<file path="config.mk">
export PLATFORM = sky130hd
export DESIGN_NAME = uart_tx
export DESIGN_NICKNAME = d
export VERILOG_FILES = /design/src/rtl/uart_tx.sv
export SDC_FILE = /design/constraint.sdc
export NUM_CORES = 1
export LEC_CHECK = 0
export BUFFER_PORTS_ARGS = -buffer_cell sky130_fd_sc_hd__buf_4
export CAP_MARGIN = 15
export CORE_ASPECT_RATIO = 1.2
export CORE_MARGIN = 5
export CORE_UTILIZATION = 47
export DETAILED_ROUTE_END_ITERATION = 10
export HOLD_SLACK_MARGIN = 0.02
export PLACE_DENSITY = 0.63
export SLEW_MARGIN = 20
export SYNTH_ARGS = -nofsm -noshare
export SYNTH_HDL_FRONTEND = slang
export SYNTH_SLANG_ARGS = --single-unit
</file>
<file path="constraint.sdc">
create_clock -name clock -period 2.4 [get_ports clock]
set_input_delay 0.6 -clock clock [delete_from_list [all_inputs] [get_ports clock]]
set_output_delay 0.6 -clock clock [all_outputs]
set_load 0.02 [all_outputs]
</file>
<file path="src/rtl/uart_tx.sv">
// uart_tx: serializes one parallel word per frame onto an idle-high UART line
// (start, DATA_BITS data LSB-first, optional parity, STOP_BITS stop bits).
// tx is a flop output so it can feed the preset-style pad output register.
module uart_tx #(
  parameter int CLKS_PER_BIT = 16,
  parameter int DATA_BITS    = 8,
  parameter int PARITY       = 0,   // 0 none, 1 odd, 2 even
  parameter int STOP_BITS    = 1
) (
  input  logic                 clock,
  input  logic                 reset,
  input  logic                 in_valid,
  output logic                 in_ready,
  input  logic [DATA_BITS-1:0] in_data,
  output logic                 tx,
  output logic                 busy
);
  localparam int CW = $clog2(CLKS_PER_BIT);
  localparam int BW = $clog2(DATA_BITS);
  localparam logic [CW-1:0] CNT_LAST  = CW'(CLKS_PER_BIT - 1);
  localparam logic [BW-1:0] DATA_LAST = BW'(DATA_BITS - 1);
  localparam logic [BW-1:0] STOP_LAST = BW'(STOP_BITS - 1);

  typedef enum logic [2:0] {S_IDLE, S_START, S_DATA, S_PAR, S_STOP} state_t;

  state_t               r_state, w_state_nxt;
  logic [CW-1:0]        r_cnt, w_cnt_nxt;
  logic [BW-1:0]        r_idx, w_idx_nxt;      // data bit index, reused as stop bit index
  logic [DATA_BITS-1:0] r_shift, w_shift_nxt;
  logic [DATA_BITS-1:0] r_data, w_data_nxt;    // untouched copy of the word, for parity
  logic                 r_tx, w_tx_nxt;
  logic                 w_bit_end;
  logic                 w_par;

  assign in_ready  = (r_state == S_IDLE) && !reset;
  assign busy      = (r_state != S_IDLE);
  assign tx        = r_tx;
  assign w_bit_end = (r_cnt == CNT_LAST);
  // Even parity bit is the XOR of the word; odd parity inverts it.
  assign w_par     = (^r_data) ^ (PARITY == 1);

  // Next-state, counters, shifter, and the line value for the next cycle.
  always_comb begin
    w_state_nxt = r_state;
    w_cnt_nxt   = r_cnt;
    w_idx_nxt   = r_idx;
    w_shift_nxt = r_shift;
    w_data_nxt  = r_data;
    w_tx_nxt    = 1'b1;
    if (r_state != S_IDLE) w_cnt_nxt = w_bit_end ? '0 : r_cnt + 1'b1;
    case (r_state)
      S_IDLE: begin
        if (in_valid && in_ready) begin
          w_state_nxt = S_START;
          w_shift_nxt = in_data;
          w_data_nxt  = in_data;
          w_cnt_nxt   = '0;
          w_idx_nxt   = '0;
        end
      end
      S_START: if (w_bit_end) w_state_nxt = S_DATA;
      S_DATA: begin
        if (w_bit_end) begin
          w_shift_nxt = r_shift >> 1;
          if (r_idx == DATA_LAST) begin
            w_idx_nxt   = '0;
            w_state_nxt = (PARITY != 0) ? S_PAR : S_STOP;
          end else begin
            w_idx_nxt = r_idx + 1'b1;
          end
        end
      end
      S_PAR: if (w_bit_end) w_state_nxt = S_STOP;
      S_STOP: begin
        if (w_bit_end) begin
          if (r_idx == STOP_LAST) begin
            w_idx_nxt   = '0;
            w_state_nxt = S_IDLE;
          end else begin
            w_idx_nxt = r_idx + 1'b1;
          end
        end
      end
      default: w_state_nxt = S_IDLE;
    endcase
    // tx is registered, so it is derived from where the FSM is going.
    case (w_state_nxt)
      S_START: w_tx_nxt = 1'b0;
      S_DATA:  w_tx_nxt = w_shift_nxt[0];
      S_PAR:   w_tx_nxt = w_par;
      default: w_tx_nxt = 1'b1;
    endcase
  end

  // State and datapath registers; reset aborts any frame and parks the line high.
  always_ff @(posedge clock) begin
    if (reset) begin
      r_state <= S_IDLE;
      r_cnt   <= '0;
      r_idx   <= '0;
      r_shift <= '0;
      r_data  <= '0;
      r_tx    <= 1'b1;
    end else begin
      r_state <= w_state_nxt;
      r_cnt   <= w_cnt_nxt;
      r_idx   <= w_idx_nxt;
      r_shift <= w_shift_nxt;
      r_data  <= w_data_nxt;
      r_tx    <= w_tx_nxt;
    end
  end
endmodule
</file>
==> results.yml, run 1 <==
worst_setup_path:
  r2r.worst_path.cells: 5
  reg2reg_setup_slack_ns: 0.18
  cp.arrival_ns: 2.45
  r2r-start: "r_state[2]$_SDFF_PP0_"
  reg2reg_to: "tx$_SDFF_PP1_"
  cp_max_fo: 10
  crit_type: "register to register"
  crit_path_start_kind: "register"
  cp-startpoint: "r_state[2]$_SDFF_PP0_"
  endpoint: "tx$_SDFF_PP1_"
  required_ns: 2.62
  critPathCaptureType: "register"
power:
  vdd_ir_drop_max_uv: 404
  p_sw_uw: 212
  p_clk_frac: 0.243
  combPwrFrac: 0.159
  power.internal_uw: 599
  power.density_nw_per_um2: 560
  swShare: 0.261
  power_uw: 811
  leakage_nw: 0.547
  power_frac_seq: 0.598
clocking:
  numCtsBuffers: 3
  clk_pin_slew_ns: 0.15
  clockRootBuffer: "clkbuf_4"
  cts_resized: 0
  cts_htree_levels: 1
  tritoncts: "built"
  postCtsHoldBufs: 0
  cts_sinks: 27
  max-clock-path-buffers: 2
  cts_setup_buffers: 0
  clkLatencyLatePin_ns: 0.32
finish:
  mostFrequentLayoutCells: "dfxtp_1, buf_4, a21oi_1"
  multiInputGateArea_um2: 691
  final_util: 0.562
  antenna_cells: 0
  final_common_cell: "dfxtp_1"
  fillers: 245
  regArea_um2: 541
  nets: 172
  area_growth_pct: 12.5
  drive_above_1_share: 0.192
  stdcell_count: 189
logic_synthesis:
  synth_mux_area_frac: 0.0155
  ys_top_cells_by_area: "dfxtp_1, a21oi_1, a22o_1, xnor2_1, a22oi_1"
  ys_seq_elements: 27
  avgSynthCellArea_um2: 9.13
  synth_top_area_cell: "dfxtp_1"
  synth_top_family_by_area: "compound AO/OA/AOI/OAI gates"
  syn_area_um2: 1290
  synth-xor-area-share: 0.0476
  ys_types: 39
  synth_fa_ha_area_frac: 0.0389
  yosysSeqAreaShare: 0.420
  ys_warn_count: 0
  synth_compound_area_frac: 0.227
  synth-simple-area-share: 0.207
  synth_top_area_share: 0.420
  synthCells: 141
  syn-num-nets: 156
die:
  fp.dieW_um: 57.8
  start_util: 0.500
  io_pins: 14
  fp.coreArea_um2: 2580
  die_y_um: 67.3
  rows: 20
  die-area_um2: 3890
drt:
  drtAntennaViolNets: 0
  drt_first_pass_iters: 5
  wl_per_cell_um: 13.5
  vias_per_cell: 5.50
  route.vias.total: 1039
  wl_mm: 2.55
  drcViolationCount: 0
  drtIter0Drc: 23
sta:
  finalClockSkew_ns: 0.00526
  finalCritPeriodShare: 0.927
  timing.final.ws_setup_ns: 0.175
  hold_viol: 0
  period_needed_ns: 2.22
  rsz0062_at_grt: "false"
  setup_viol_count_final: 0
  final-max-slew-violation-count: 0
  worst_pin_slew_ns: 0.498
  max-slew-margin-rel: 0.667
  tns_ns: 0
  fmax_ghz: 0.449
global_route:
  antenna_found_initial: 0
  grt.total_usage: 0.144
  grt_overflow_total: 0
  grt_max_degree: 17
  grt_pass1_wl_mm: 4.44
  grt_pass1_vias: 1021
placed_design:
  dp.cells: 185
  place_hpwl_mm: 1.96
  place.gp.congestion: 0.803
  io_buffer_count: 13
  dp_slack_ns: 0.199
hold_path:
  hp-class: "register to register"
flow_run:
  cap_violations: 0
outcome:
  status: "completed"
[cell usage after synthesis (all sizes together)]
cell / n
nor3: 3
clkbuf: 3
or3b: 1
a211oi: 1
or2: 2
and3: 1
a31oi: 1
a211o: 1
nand2b: 5
inv: 5
and2: 1
mux2i: 2
a2111o: 1
nand2: 10
nor2: 13
o21bai: 1
xnor2: 7
o22ai: 2
nand4: 1
nand3: 3
dfxtp: 27
buf: 3
nor2b: 2
nor4b: 1
o2111ai: 1
a221o: 1
a22o: 7
a31o: 1
a21oi: 16
o21ai: 2
a21o: 1
a22oi: 7
ha: 4
nand3b: 3
nor3b: 1
[worst min-delay path by stage]
stage / start / endpoint / slack (ns) / depth (start not counted)
floorplan: r_shift[2]$_SDFFE_PP0P_ / r_shift[2]$_SDFFE_PP0P_ / 0.44 / 2
global placement: r_shift[3]$_SDFFE_PP0P_ / r_shift[3]$_SDFFE_PP0P_ / 0.44 / 2
detailed placement: r_shift[2]$_SDFFE_PP0P_ / r_shift[2]$_SDFFE_PP0P_ / 0.45 / 2
CTS: r_shift[2]$_SDFFE_PP0P_ / r_shift[2]$_SDFFE_PP0P_ / 0.47 / 2
global route: in_data[5] / r_data[5]$_SDFFE_PP0P_ / 0.49 / 2
finish: r_shift[2]$_SDFFE_PP0P_ / r_shift[2]$_SDFFE_PP0P_ / 0.47 / 2
[final cells by class]
type / instances / area share
multi-input combinational: 103 / 0.477
clock inverter: 1 / 0.00518
timing repair buffer: 17 / 0.0881
inverter: 5 / 0.0130
clock buffer: 3 / 0.0155
tap: 33 / 0.0285
sequential: 27 / 0.373
[routing by layer]
layer | track usage | wire (um) | share of wire | vias up
met4 | 0.0435 | 15 | 0.0059 | 0
met1 | 0.186 | 1170 | 0.46 | 478
li1 | - | - | - | 537
met2 | 0.249 | 1250 | 0.49 | 22
met3 | 0.0191 | 110 | 0.043 | 2
met5 | 0 | 0 | 0 | -
[metrics by stage]
stage / area [um2] / hold WS [ns]
final: 1450 / 0.466
after CTS: 1450 / 0.467
after global placement: 1420 / 0.443
after detailed placement: 1420 / 0.448
after global routing: 1450 / 0.487
after floorplan: 1290 / 0.436
[cells by family (layout without fill, tap and decap cells)]
family | count (synthesis) | in the layout
AOI/OAI and AO/OA | 43 | 43
xor gates and xnor gates | 7 | 7
adders and majority gates | 4 | 4
buffers and inverters | 11 | 26
DFF | 27 | 27
muxes | 2 | 2
and+or+nand+nor | 47 | 47
[critical path: stages, from the launching register on]
cell and delay [ns]:
dfxtp_1 0.44, or3b_2 0.55, nor2_2 0.30, nor2_2 0.15, a221o_1 0.33, a2111o_1 0.36
[state kept, by name, summed over array words and instances, names as in the netlist]
signal   flops
r_cnt        4
r_data       8
r_idx        3
r_shift      8
r_state      3
tx           1
[power by group through the flow]
stage | sequential, mW | combinational, mW | clock (mW)
after global routing | 0.488 | 0.142 | 0.227
after CTS | 0.485 | 0.130 | 0.208
after floorplan | 0.490 | 0.0923 | 0
final | 0.485 | 0.129 | 0.197
after global placement | 0.494 | 0.129 | 0
after detailed placement | 0.494 | 0.130 | 0
Note: power is estimated with default switching activity, not from simulation.
==> inputs of run 2 (changes only) <==
--- a/config.mk
+++ b/config.mk
@@ -6,13 +6,15 @@
 export NUM_CORES = 1
 export LEC_CHECK = 0
 export BUFFER_PORTS_ARGS = -buffer_cell sky130_fd_sc_hd__buf_4
-export CAP_MARGIN = 15
+export CAP_MARGIN = 20
 export CORE_ASPECT_RATIO = 1.2
 export CORE_MARGIN = 5
 export CORE_UTILIZATION = 47
+export CTS_CLUSTER_SIZE = 28
 export DETAILED_ROUTE_END_ITERATION = 10
 export HOLD_SLACK_MARGIN = 0.02
 export PLACE_DENSITY = 0.63
+export REMOVE_ABC_BUFFERS = 1
 export SLEW_MARGIN = 20
 export SYNTH_ARGS = -nofsm -noshare
 export SYNTH_HDL_FRONTEND = slang
==> results.yml, run 2 (same netlist as run 1, synthesis figures left out) <==
clocking:
  cts_setup_buffers: 0
  clkLatencyLatePin_ns: 0.32
  postCtsHoldBufs: 0
  clockRootBuffer: "clkbuf_4"
  cts_resized: 0
  numCtsBuffers: 3
  clk_pin_slew_ns: 0.14
  cts_htree_levels: 1
  tritoncts: "built"
  cts_sinks: 27
  max-clock-path-buffers: 2
worst_setup_path:
  r2r-start: "r_state[2]$_SDFF_PP0_"
  cpMostUsedCell: "nor2_2"
  cp.arrival_ns: 2.43
  cpMaxStageDelayCell: "or3b_2"
  max_stage_delay_ns: 0.54
  crit_type: "register to register"
  crit_path_start_kind: "register"
  worst-path-buf-inv: 0
  reg2reg_to: "tx$_SDFF_PP1_"
  required_ns: 2.63
  r2r.worst_path.cells: 5
  cp_top_family: "simple AND/OR/NAND/NOR gates"
  cp_max_fo: 10
  worstPathCellList: "or3b_2, nor2_2, nor2_2, a221o_1, a2111o_1"
  critPathCaptureType: "register"
  reg2reg_setup_slack_ns: 0.20
drt:
  drtIter0Drc: 33
  wl_per_cell_um: 14.0
  route.vias.total: 1047
  vias_per_cell: 5.54
  wl_mm: 2.65
  drcViolationCount: 0
  drtAntennaViolNets: 0
  drt_first_pass_iters: 4
placed_design:
  dp.cells: 185
  place.gp.congestion: 0.757
  io_buffer_count: 13
  placed_area_um2: 1420
  place_hpwl_mm: 1.98
finish:
  largestRegisters: "r_data x8, r_shift x8, r_cnt x4"
  area_growth_pct: 12.5
  final_common_cell: "dfxtp_1"
  nets: 172
  stdcell_count: 189
  postLayoutCellArea_um2: 1450
  antenna_cells: 0
  final_util: 0.562
  mostFrequentLayoutCells: "dfxtp_1, buf_4, a21oi_1"
  drive_above_1_share: 0.192
die:
  die_y_um: 67.3
  rows: 20
  die-area_um2: 3890
  io_pins: 14
  start_util: 0.500
  fp.coreArea_um2: 2580
  fp.dieW_um: 57.8
sta:
  finalCritPeriodShare: 0.918
  finalClockSkew_ns: 0.00569
  hold_viol: 0
  period_needed_ns: 2.20
  fmax_ghz: 0.454
  rsz0062_at_grt: "false"
  setup_viol_count_final: 0
  tns_ns: 0
  worst_pin_slew_ns: 0.540
  max-slew-margin-rel: 0.639
  final-max-slew-violation-count: 0
power:
  power_frac_seq: 0.596
  p_sw_uw: 213
  leakage_nw: 0.547
  combPwrFrac: 0.158
  vdd_ir_drop_max_uv: 394
  swShare: 0.262
  power.internal_uw: 599
  power_uw: 813
  power.density_nw_per_um2: 561
  p_clk_frac: 0.246
hold_path:
  hold_end: "r_shift[3]$_SDFFE_PP0P_"
  hp-class: "register to register"
  hp-start: "r_shift[3]$_SDFFE_PP0P_"
  min_path_cells: 2
global_route:
  grt_pass1_wl_mm: 4.74
  grt_overflow_total: 0
  grt.total_usage: 0.156
  grt_pass1_vias: 1032
  antenna_found_initial: 0
  grt_max_degree: 23
flow_run:
  cap_violations: 0
outcome:
  status: "completed"
run 2: final cells by class:
type / count / area [um2]
repair buffers: 17 / 128
well taps: 33 / 41.3
clock inverters: 1 / 7.51
flip-flops and latches: 27 / 541
multi-input cells: 103 / 691
clock buffers: 3 / 22.5
fillers: 235 / 1130
inverters: 5 / 18.8
run 2: worst min-delay path, cell delays in order (launching register included):
cell	delay (ns)
dfxtp_1	0.34
nand2_1	0.05
a21oi_1	0.06
run 2: worst max-delay path by stage:
stage | start | cells past startpoint | endpoint
finish | r_state[2]$_SDFF_PP0_ | 5 | tx$_SDFF_PP1_
CTS | r_state[2]$_SDFF_PP0_ | 5 | tx$_SDFF_PP1_
global route | r_state[2]$_SDFF_PP0_ | 5 | tx$_SDFF_PP1_
detailed placement | r_state[2]$_SDFF_PP0_ | 5 | tx$_SDFF_PP1_
floorplan | r_state[2]$_SDFF_PP0_ | 6 | tx$_SDFF_PP1_
global placement | r_state[2]$_SDFF_PP0_ | 5 | tx$_SDFF_PP1_
run 2: routing by layer:
| layer | up-vias | wire length [um] | global-route usage |
|---|---|---|---|
| met4 | 0 | 19 | 0.0667 |
| li1 | 539 | - | - |
| met5 | - | 0 | 0 |
| met1 | 489 | 1210 | 0.193 |
| met2 | 17 | 1340 | 0.267 |
| met3 | 2 | 80 | 0.0229 |
run 2: power groups by stage:
stage,sequential (mW),clock (mW),combinational (mW)
2_1_floorplan,0.493,0,0.0836
3_3_place_gp,0.494,0,0.128
3_5_place_dp,0.494,0,0.129
4_1_cts,0.484,0.208,0.130
5_1_grt,0.488,0.234,0.142
6_report,0.485,0.200,0.128
run 2: through the flow:
stage               hold slack, ns  worst slack (ns)
CTS                          0.472             0.212
floorplan                    0.430             0.150
detailed placement           0.452             0.229
finish                       0.474             0.198
global placement             0.447             0.268
global route                 0.472             0.103
